==> src/rtl/gray2rgb_pkg.sv <==
// Shared types and constants for the gray-to-RGB packer: FSM states, output
// word layout and the pixel mapping (invert, then optional threshold).
package gray2rgb_pkg;

  typedef enum logic {
    RUN   = 1'b0,
    FLUSH = 1'b1
  } state_e;

  localparam int FIFO_DEPTH = 2;
  localparam int CNT_W      = 2;
  localparam int RES_W      = 2;
  localparam int WORD_W     = 37;

  typedef struct packed {
    logic        last;
    logic [3:0]  be;
    logic [31:0] data;
  } word_t;

  // 255-G is the bitwise complement of an 8-bit value.
  function automatic logic [7:0] map_pixel(input logic [7:0] g,
                                           input bit         invert,
                                           input logic [7:0] threshold);
    logic [7:0] v;
    v = invert ? ~g : g;
    if (threshold != 8'd0) v = (v >= threshold) ? 8'hFF : 8'h00;
    return v;
  endfunction

endpackage

==> src/rtl/pixel_word_fifo.sv <==
// Two-entry output word FIFO (data+be+last); a push and a pop on the same
// edge are both honoured when full, leaving the count unchanged.
module pixel_word_fifo
  import gray2rgb_pkg::*;
(
  input  logic             clk,
  input  logic             rst_n,
  input  logic             push,
  input  word_t            push_word,
  input  logic             pop,
  output word_t            head,
  output logic [CNT_W-1:0] count
);

  localparam logic [CNT_W-1:0] CNT_FULL = CNT_W'(FIFO_DEPTH);

  word_t mem [FIFO_DEPTH];
  logic  rd_ptr;
  logic  wr_ptr;
  logic  do_push;
  logic  do_pop;

  assign do_pop  = pop && (count != '0);
  assign do_push = push && ((count != CNT_FULL) || do_pop);

  always_ff @(posedge clk or negedge rst_n) begin
    if (!rst_n) begin
      mem[0] <= '0;
      mem[1] <= '0;
      rd_ptr <= 1'b0;
      wr_ptr <= 1'b0;
      count  <= '0;
    end else begin
      if (do_push) begin
        mem[wr_ptr] <= push_word;
        wr_ptr      <= ~wr_ptr;
      end
      if (do_pop) rd_ptr <= ~rd_ptr;
      case ({do_push, do_pop})
        2'b10:   count <= count + 1'b1;
        2'b01:   count <= count - 1'b1;
        default: count <= count;
      endcase
    end
  end

  assign head = mem[rd_ptr];

endmodule

==> src/rtl/gray2rgb_packer.sv <==
// Expands gray pixels to R=G=B byte triplets and packs the byte stream into
// little-endian 32-bit words, with a padded final word at end of frame.
module gray2rgb_packer
  import gray2rgb_pkg::*;
#(
  parameter bit         INVERT    = 1'b0,
  parameter logic [7:0] THRESHOLD = 8'h00
) (
  input  logic        Clk_i,
  input  logic        RstN_i,
  input  logic        GrayValid_i,
  input  logic [7:0]  GrayData_i,
  input  logic        GrayLast_i,
  output logic        GrayReady_o,
  output logic        WordValid_o,
  output logic [31:0] WordData_o,
  output logic [3:0]  WordBe_o,
  output logic        WordLast_o,
  input  logic        WordReady_i,
  output state_e      dbg_state
);

  localparam logic [CNT_W-1:0] CNT_FULL = CNT_W'(FIFO_DEPTH);

  state_e             state_q, state_d;
  logic [RES_W-1:0]   r_q, r_d;
  logic [23:0]        res_q, res_d;
  word_t              flush_q, flush_d;
  logic               active_q;

  logic [7:0]         pix;
  logic               accept;
  logic               has_full;
  logic [31:0]        full_word;
  logic [23:0]        carry;
  logic [RES_W-1:0]   carry_r;
  logic [3:0]         pad_be;
  word_t              pad_word;

  logic               push;
  word_t              push_word;
  logic               pop;
  word_t              head;
  logic [CNT_W-1:0]   fifo_count;

  assign pix    = map_pixel(GrayData_i, INVERT, THRESHOLD);
  // Ready depends only on registered state, so WordReady_i never reaches it.
  assign GrayReady_o = active_q && (state_q == RUN) && (fifo_count < CNT_FULL);
  assign accept      = GrayValid_i && GrayReady_o;

  // Residual bytes plus three copies of the pixel: at most one full word,
  // the rest is carried (and becomes the padded word on a last pixel).
  always_comb begin
    has_full  = 1'b0;
    full_word = '0;
    carry     = '0;
    carry_r   = '0;
    pad_be    = 4'b0000;
    case (r_q)
      2'd0: begin
        carry   = {pix, pix, pix};
        carry_r = 2'd3;
        pad_be  = 4'b0111;
      end
      2'd1: begin
        has_full  = 1'b1;
        full_word = {pix, pix, pix, res_q[7:0]};
      end
      2'd2: begin
        has_full  = 1'b1;
        full_word = {pix, pix, res_q[15:0]};
        carry     = {16'h0000, pix};
        carry_r   = 2'd1;
        pad_be    = 4'b0001;
      end
      default: begin
        has_full  = 1'b1;
        full_word = {pix, res_q};
        carry     = {8'h00, pix, pix};
        carry_r   = 2'd2;
        pad_be    = 4'b0011;
      end
    endcase
  end

  assign pad_word = '{last: 1'b1, be: pad_be, data: {8'h00, carry}};

  always_comb begin
    state_d   = state_q;
    r_d       = r_q;
    res_d     = res_q;
    flush_d   = flush_q;
    push      = 1'b0;
    push_word = '0;
    if (state_q == RUN) begin
      if (accept && GrayLast_i) begin
        r_d   = '0;
        res_d = '0;
        push  = 1'b1;
        if (has_full && (carry_r != '0)) begin
          push_word = '{last: 1'b0, be: 4'b1111, data: full_word};
          flush_d   = pad_word;
          state_d   = FLUSH;
        end else if (has_full) begin
          push_word = '{last: 1'b1, be: 4'b1111, data: full_word};
        end else begin
          push_word = pad_word;
        end
      end else if (accept) begin
        r_d       = carry_r;
        res_d     = carry;
        push      = has_full;
        push_word = '{last: 1'b0, be: 4'b1111, data: full_word};
      end
    end else begin
      if (fifo_count < CNT_FULL) begin
        push      = 1'b1;
        push_word = flush_q;
        flush_d   = '0;
        state_d   = RUN;
      end
    end
  end

  always_ff @(posedge Clk_i or negedge RstN_i) begin
    if (!RstN_i) begin
      state_q  <= RUN;
      r_q      <= '0;
      res_q    <= '0;
      flush_q  <= '0;
      active_q <= 1'b0;
    end else begin
      state_q  <= state_d;
      r_q      <= r_d;
      res_q    <= res_d;
      flush_q  <= flush_d;
      active_q <= 1'b1;
    end
  end

  assign pop = WordValid_o && WordReady_i;

  pixel_word_fifo u_fifo (
    .clk       (Clk_i),
    .rst_n     (RstN_i),
    .push      (push),
    .push_word (push_word),
    .pop       (pop),
    .head      (head),
    .count     (fifo_count)
  );

  assign WordValid_o = (fifo_count != '0);
  assign WordData_o  = head.data;
  assign WordBe_o    = head.be;
  assign WordLast_o  = head.last;
  assign dbg_state   = state_q;

endmodule

==> config.mk <==
export PLATFORM = sky130hd
export DESIGN_NAME = gray2rgb_packer
export DESIGN_NICKNAME = d
export VERILOG_FILES = /design/src/rtl/gray2rgb_pkg.sv /design/src/rtl/pixel_word_fifo.sv /design/src/rtl/gray2rgb_packer.sv
export SDC_FILE = /design/constraint.sdc
export NUM_CORES = 1
export LEC_CHECK = 0
export ABC_CLOCK_PERIOD_IN_PS = 2600
export CORE_AREA = 3 3 165 167
export DETAILED_ROUTE_END_ITERATION = 10
export DIE_AREA = 0 0 168 170
export SLEW_MARGIN = 15
export SYNTH_ARGS = -nofsm -noshare
export SYNTH_HDL_FRONTEND = slang
export SYNTH_SLANG_ARGS = --single-unit
export TNS_END_PERCENT = 100
==> constraint.sdc <==
create_clock -name Clk_i -period 2.6 [get_ports Clk_i]
set_input_delay 0.65 -clock Clk_i [delete_from_list [all_inputs] [get_ports Clk_i]]
set_output_delay 0.65 -clock Clk_i [all_outputs]
set_load 0.01 [all_outputs]
==> results of run 1 <==
==> worst min path at each step <==
stage | cells after the start | endpoint
floorplan | 0 | active_q
global placement | 2 | res_q[19]
detailed placement | 2 | res_q[22]
CTS | 1 | u_fifo.mem[70]
global route | 1 | res_q[15]
finish | 1 | res_q[15]
==> layer usage <==
layer / GRT usage / share of wire / up-vias
met3: 0.0276 / 0.048 / 10
li1: - / - / 2201
met5: 0 / 0 / -
met4: 0.0302 / 0.0091 / 0
met2: 0.178 / 0.46 / 117
met1: 0.163 / 0.49 / 2305
==> power by group through the flow <==
| stage | Sequential (W) | Combinational, W | Clock [W] |
|---|---|---|---|
| floorplan | 0.00306 | 0.00175 | 0 |
| global placement | 0.00318 | 0.00281 | 0 |
| detailed placement | 0.00320 | 0.00284 | 0 |
| CTS | 0.00316 | 0.00285 | 0.00236 |
| global route | 0.00325 | 0.00310 | 0.00246 |
| finish | 0.00316 | 0.00280 | 0.00231 |
==> synth_stat cells, drive strengths merged <==
cell	instances	share of area
conb	1	0.00059
buf	27	0.023
nor2b	3	0.0029
xor2	2	0.0027
o21ai	50	0.039
a222oi	9	0.014
and2	10	0.010
or3	3	0.0029
clkbuf	24	0.014
xnor2	3	0.0041
and3	12	0.012
a211oi	10	0.012
nor4	1	0.0020
nor3b	3	0.0043
nand2	73	0.043
dfrtp	134	0.52
inv	40	0.023
a221o	5	0.0078
nand3	29	0.023
mux2i	38	0.059
nand3b	8	0.0094
a22o	13	0.018
nor4b	1	0.0023
nor3	5	0.0072
nand2b	3	0.0029
ha	5	0.0098
mux2	61	0.11
nor4bb	1	0.0016
a31oi	1	0.00098
nand4bb	1	0.0018
nor2	6	0.0039
a221oi	7	0.0096
or2	2	0.0020
==> worst max-delay path, cell delays in order, from the launching register on <==
cell	delay (ns)
dfrtp_2	0.44
buf_6	0.18
mux2_2	0.35
clkdlybuf4s50_1	0.48
==> cell families after synthesis <==
family | after synthesis | synth area share
AND/OR/NAND/NOR | 161 | 0.131
flip-flops | 134 | 0.524
multiplexers | 99 | 0.167
AO/OA/AOI/OAI | 95 | 0.101
buffers and inverters | 91 | 0.0602
adder cells (fa/ha/maj) | 5 | 0.00977
XOR/XNOR | 5 | 0.00684
other | 1 | 0.000586
==> cell type report <==
type	instances	area [sq um]
sequential	134	3350
inverter	40	150
fill	2612	17700
tap	335	419
timing repair buffer	105	1040
clock inverter	11	101
multi-input combinational	366	2690
clock buffer	20	467
==> state kept, by name, indices dropped and copies added, names as in the netlist <==
signal	cells
dbg_state	1
r_q	2
u_fifo.mem	74
u_fifo.count	2
u_fifo.rd_ptr	1
flush_q	28
u_fifo.wr_ptr	1
res_q	24
active_q	1
==> stage by stage <==
step | hold slack, ns | TNS [ns] | setup slack, ns
6_report | 0.175 | 0 | 0.0753
3_5_place_dp | 0.455 | -0.0411 | -0.0153
4_1_cts | 0.173 | -0.00422 | -0.00422
2_1_floorplan | 0.354 | 0 | 0.633
3_3_place_gp | 0.447 | 0 | 0.00236
5_1_grt | 0.189 | 0 | 0.00293
==> timing repair <==
action	CTS	global route
gates resized for setup	14	5
hold endpoints to repair	0	0
setup endpoints to repair	26	5
hold buffers	0	0
buffers inserted	1	0
==> results.json, run 1 <==
{
  "clk_pin_slew_ns": 0.06,
  "leakagePower_nw": 3.71,
  "cts-htree-levels": 4,
  "p_int_w": 0.00557,
  "worst_pin_slew_ns": 1.14,
  "clockPowerShare": 0.279,
  "syn-cell-area_sq_um": 6400,
  "rows": 59,
  "rrSetupSlack_ns": 0.38,
  "p_total_w": 0.00827,
  "grt-ovfl-total": 0,
  "synth.net_count": 609,
  "die-area_sq_um": 28600,
  "antenna_left": 0,
  "crit-reg2reg-launch": "u_fifo.count[1]",
  "hold_class": "in2async",
  "dpl-instance-area_sq_um": 7640,
  "gp_congestion": 0.751,
  "rsz0062_at_grt": "false",
  "grtUsageTotal": 0.115,
  "worstSetupEndpoint": "WordData_o[6]",
  "finalNetCount": 682,
  "p_sw_frac": 0.326,
  "critPathMaxFanout": 10,
  "cp.arrival_ns": 1.87,
  "synth.avg_cell_area_sq_um": 10.8,
  "fin_util": 0.317,
  "r2r_end": "u_fifo.mem[73]",
  "cts_buffers": 17,
  "r2r_cells": 5,
  "clock-sinks": 134,
  "tritoncts": "built",
  "vdd_drop_max_mv": 0.607,
  "switchingPower_w": 0.00270,
  "antenna_cells": 0,
  "cp-startpoint": "u_fifo.rd_ptr",
  "layout.cells.non_filler": 1011,
  "grt_max_degree": 46,
  "die_w_microns": 168,
  "grt_pass1_wl_microns": 26200,
  "power-per-cell-area_nw_per_um2": 1010,
  "finalMaxSlewViolations": 0,
  "port_buffers": 52,
  "die_h_microns": 170,
  "setup_viol": 0,
  "ys_seq_elements": 134,
  "place_inst": 979,
  "grt_pass1_vias": 4718,
  "firstDrtPassIters": 8,
  "max-cap-violations": 0,
  "core_area_sq_um": 25900,
  "start_util": 0.247,
  "ys_types": 43,
  "vias": 4633,
  "worstPathRequired_ns": 1.95,
  "netlist_instances": 591,
  "ys.warnings.count": 0,
  "status": "finished, final reports clean",
  "p_seq_frac": 0.382,
  "mostFrequentLayoutCells": "dfrtp_1, nand2_1, mux2_2",
  "power.share.combinational": 0.339,
  "wl_microns": 15900,
  "final_common_cell": "dfrtp_1",
  "drive_gt1_frac": 0.240,
  "fin_crit_ns": 2.52,
  "finalHoldViolations": 0,
  "insertion_delay_ns": 0.42,
  "wl_per_cell_microns": 15.8,
  "start_kind": "flop",
  "relSlewSlack": 0.239,
  "antenna_found_initial": 0,
  "num_io_pins": 53,
  "root_buffer": "clkbuf_16",
  "dp.final_hpwl_microns": 10900,
  "cts_buffer_depth": 2,
  "fmax_mhz": 396,
  "synth_seq_area_share": 0.524,
  "drc_errors": 0,
  "viasPerCell": 4.58,
  "crit_type": "reg2out",
  "finish.instance_area_sq_um": 8220,
  "areaGrowthSynthToFinish_pct": 28.5,
  "fin_crit_sh": 0.971,
  "skew_ns": 0.0155,
  "cp-end-kind": "primary output",
  "drt_iter0_markers": 341
}
No activity file was read; power rests on OpenSTA's default activity.
==> inputs of run 2 (changes only) <==
==> constraint.sdc (replaced) <==
create_clock -name Clk_i -period 2.6 [get_ports Clk_i]
set_input_delay 0.78 -clock Clk_i [delete_from_list [all_inputs] [get_ports Clk_i]]
set_output_delay 0.78 -clock Clk_i [all_outputs]
set_load 0.01 [all_outputs]
==> results.json, run 2 (synthesis results as in run 1) <==
{
  "status": "finished, final reports clean",
  "path_buf_inv": 3,
  "cts_buffers": 17,
  "power.share.combinational": 0.332,
  "grtUsageTotal": 0.118,
  "slowest_stage": "dfrtp_2",
  "antenna_cells": 0,
  "switchingPower_w": 0.00275,
  "leakagePower_nw": 4.03,
  "core_area_sq_um": 25900,
  "die_h_microns": 170,
  "fmax_mhz": 393,
  "reg_top3": "u_fifo.mem: 74 flops, flush_q: 28 flops, res_q: 24 flops",
  "critPathMaxFanout": 21,
  "top_register": "u_fifo.mem",
  "vias": 4673,
  "path_delay_family": "buffers and inverters",
  "place_ws_ns": -0.262,
  "fin_crit_sh": 0.979,
  "place_inst": 989,
  "grt-ovfl-total": 0,
  "setup_viol": 0,
  "finalHoldViolations": 0,
  "antenna_left": 0,
  "wl_microns": 16700,
  "rsz0062_at_grt": "true",
  "hold_class": "in2async",
  "areaGrowthSynthToFinish_pct": 31.0,
  "cts-htree-levels": 4,
  "relSlewSlack": 0.581,
  "grt_pass1_vias": 4779,
  "p_sw_frac": 0.322,
  "layout.cells.non_filler": 1024,
  "rows": 59,
  "critical-path-max-stage-delay_ns": 0.46,
  "cts_buffer_depth": 2,
  "worstPathRequired_ns": 1.82,
  "crit_type": "reg2out",
  "insertion_delay_ns": 0.42,
  "finish.instance_area_sq_um": 8390,
  "port_buffers": 52,
  "num_io_pins": 53,
  "firstDrtPassIters": 7,
  "drc_errors": 0,
  "dp.final_hpwl_microns": 11300,
  "clk_pin_slew_ns": 0.06,
  "root_buffer": "clkbuf_16",
  "skew_ns": 0.00639,
  "cp_cell_sequence": "buf_4 -> clkbuf_16 -> o21ai_0 -> dlygate4sd2_1",
  "fin_crit_ns": 2.54,
  "worst_pin_slew_ns": 0.628,
  "setup_ws_ns": 0.0554,
  "drt_iter0_markers": 497,
  "gp_congestion": 0.783,
  "clockPowerShare": 0.297,
  "die-area_sq_um": 28600,
  "start_util": 0.247,
  "drive_gt1_frac": 0.255,
  "antenna_found_initial": 0,
  "wl_per_cell_microns": 16.3,
  "dpl-instance-area_sq_um": 7710,
  "mostFrequentLayoutCells": "dfrtp_1, nand2_1, mux2_2",
  "die_w_microns": 168,
  "grt_max_degree": 44,
  "p_total_w": 0.00855,
  "fin_util": 0.324,
  "start_kind": "flop",
  "vdd_drop_max_mv": 0.427,
  "power-per-cell-area_nw_per_um2": 1020,
  "cp-end-kind": "primary output",
  "viasPerCell": 4.56,
  "cp.arrival_ns": 1.76,
  "p_seq_frac": 0.371,
  "grt_pass1_wl_microns": 26900,
  "finalMaxSlewViolations": 0,
  "max-cap-violations": 0,
  "largest_register_ffs": 74,
  "final_common_cell": "dfrtp_1",
  "clock-sinks": 134,
  "p_int_w": 0.00580,
  "tritoncts": "built",
  "finalNetCount": 694
}
-- run 2: repair_timing --
| action | CTS | global route |
|---|---|---|
| setup buffers | 1 | 1 |
| gates resized for setup | 31 | 18 |
| endpoints found under the setup margin | 35 | 16 |
| gates cloned | 0 | 1 |
| hold buffers | 0 | 0 |
-- run 2: stage by stage --
step | hold WS, ns | setup TNS [ns]
2_1_floorplan | 0.433 | 0
3_3_place_gp | 0.447 | -6.17
3_5_place_dp | 0.451 | -7.89
4_1_cts | 0.357 | -0.837
5_1_grt | 0.371 | -0.0144
6_report | 0.336 | 0
-- run 2: area by class of cell --
| type | instances | area (sq um) |
|---|---|---|
| clock buffer | 19 | 443 |
| clock inverter | 13 | 180 |
| fill | 2590 | 17500 |
| inverter | 40 | 150 |
| multi-input combinational | 366 | 2690 |
| sequential | 134 | 3360 |
| tap | 335 | 419 |
| timing repair buffer | 117 | 1150 |
-- run 2: final timing paths --
path                                     from             end  slack, ns  cells after the start
worst max-delay path            u_fifo.rd_ptr   WordData_o[9]       0.06                      4
worst min-delay path                   RstN_i  u_fifo.mem[69]       0.34                      1
worst max register to register         r_q[0]  u_fifo.mem[11]       0.39                      8
worst min register to register      res_q[17]       res_q[17]       0.47                      2
max in group asynchronous              RstN_i  u_fifo.mem[55]       1.51                      2
min in group Clk_i                  res_q[17]       res_q[17]       0.47                      2
-- run 2: layer usage --
metal | vias to the layer above | GRT usage | share of wire
met4 | 0 | 0.0452 | 0.023
met3 | 30 | 0.0274 | 0.042
met1 | 2303 | 0.171 | 0.50
met2 | 120 | 0.173 | 0.44
li1 | 2220 | - | -
met5 | - | 0 | 0
-- run 2: power by group through the flow --
stage               Combinational [W]  Sequential [W]  Clock (W)
floorplan                     0.00175         0.00306          0
global placement              0.00283         0.00318          0
detailed placement            0.00286         0.00321          0
CTS                           0.00281         0.00317    0.00260
global route                  0.00314         0.00327    0.00268
finish                        0.00284         0.00317    0.00254
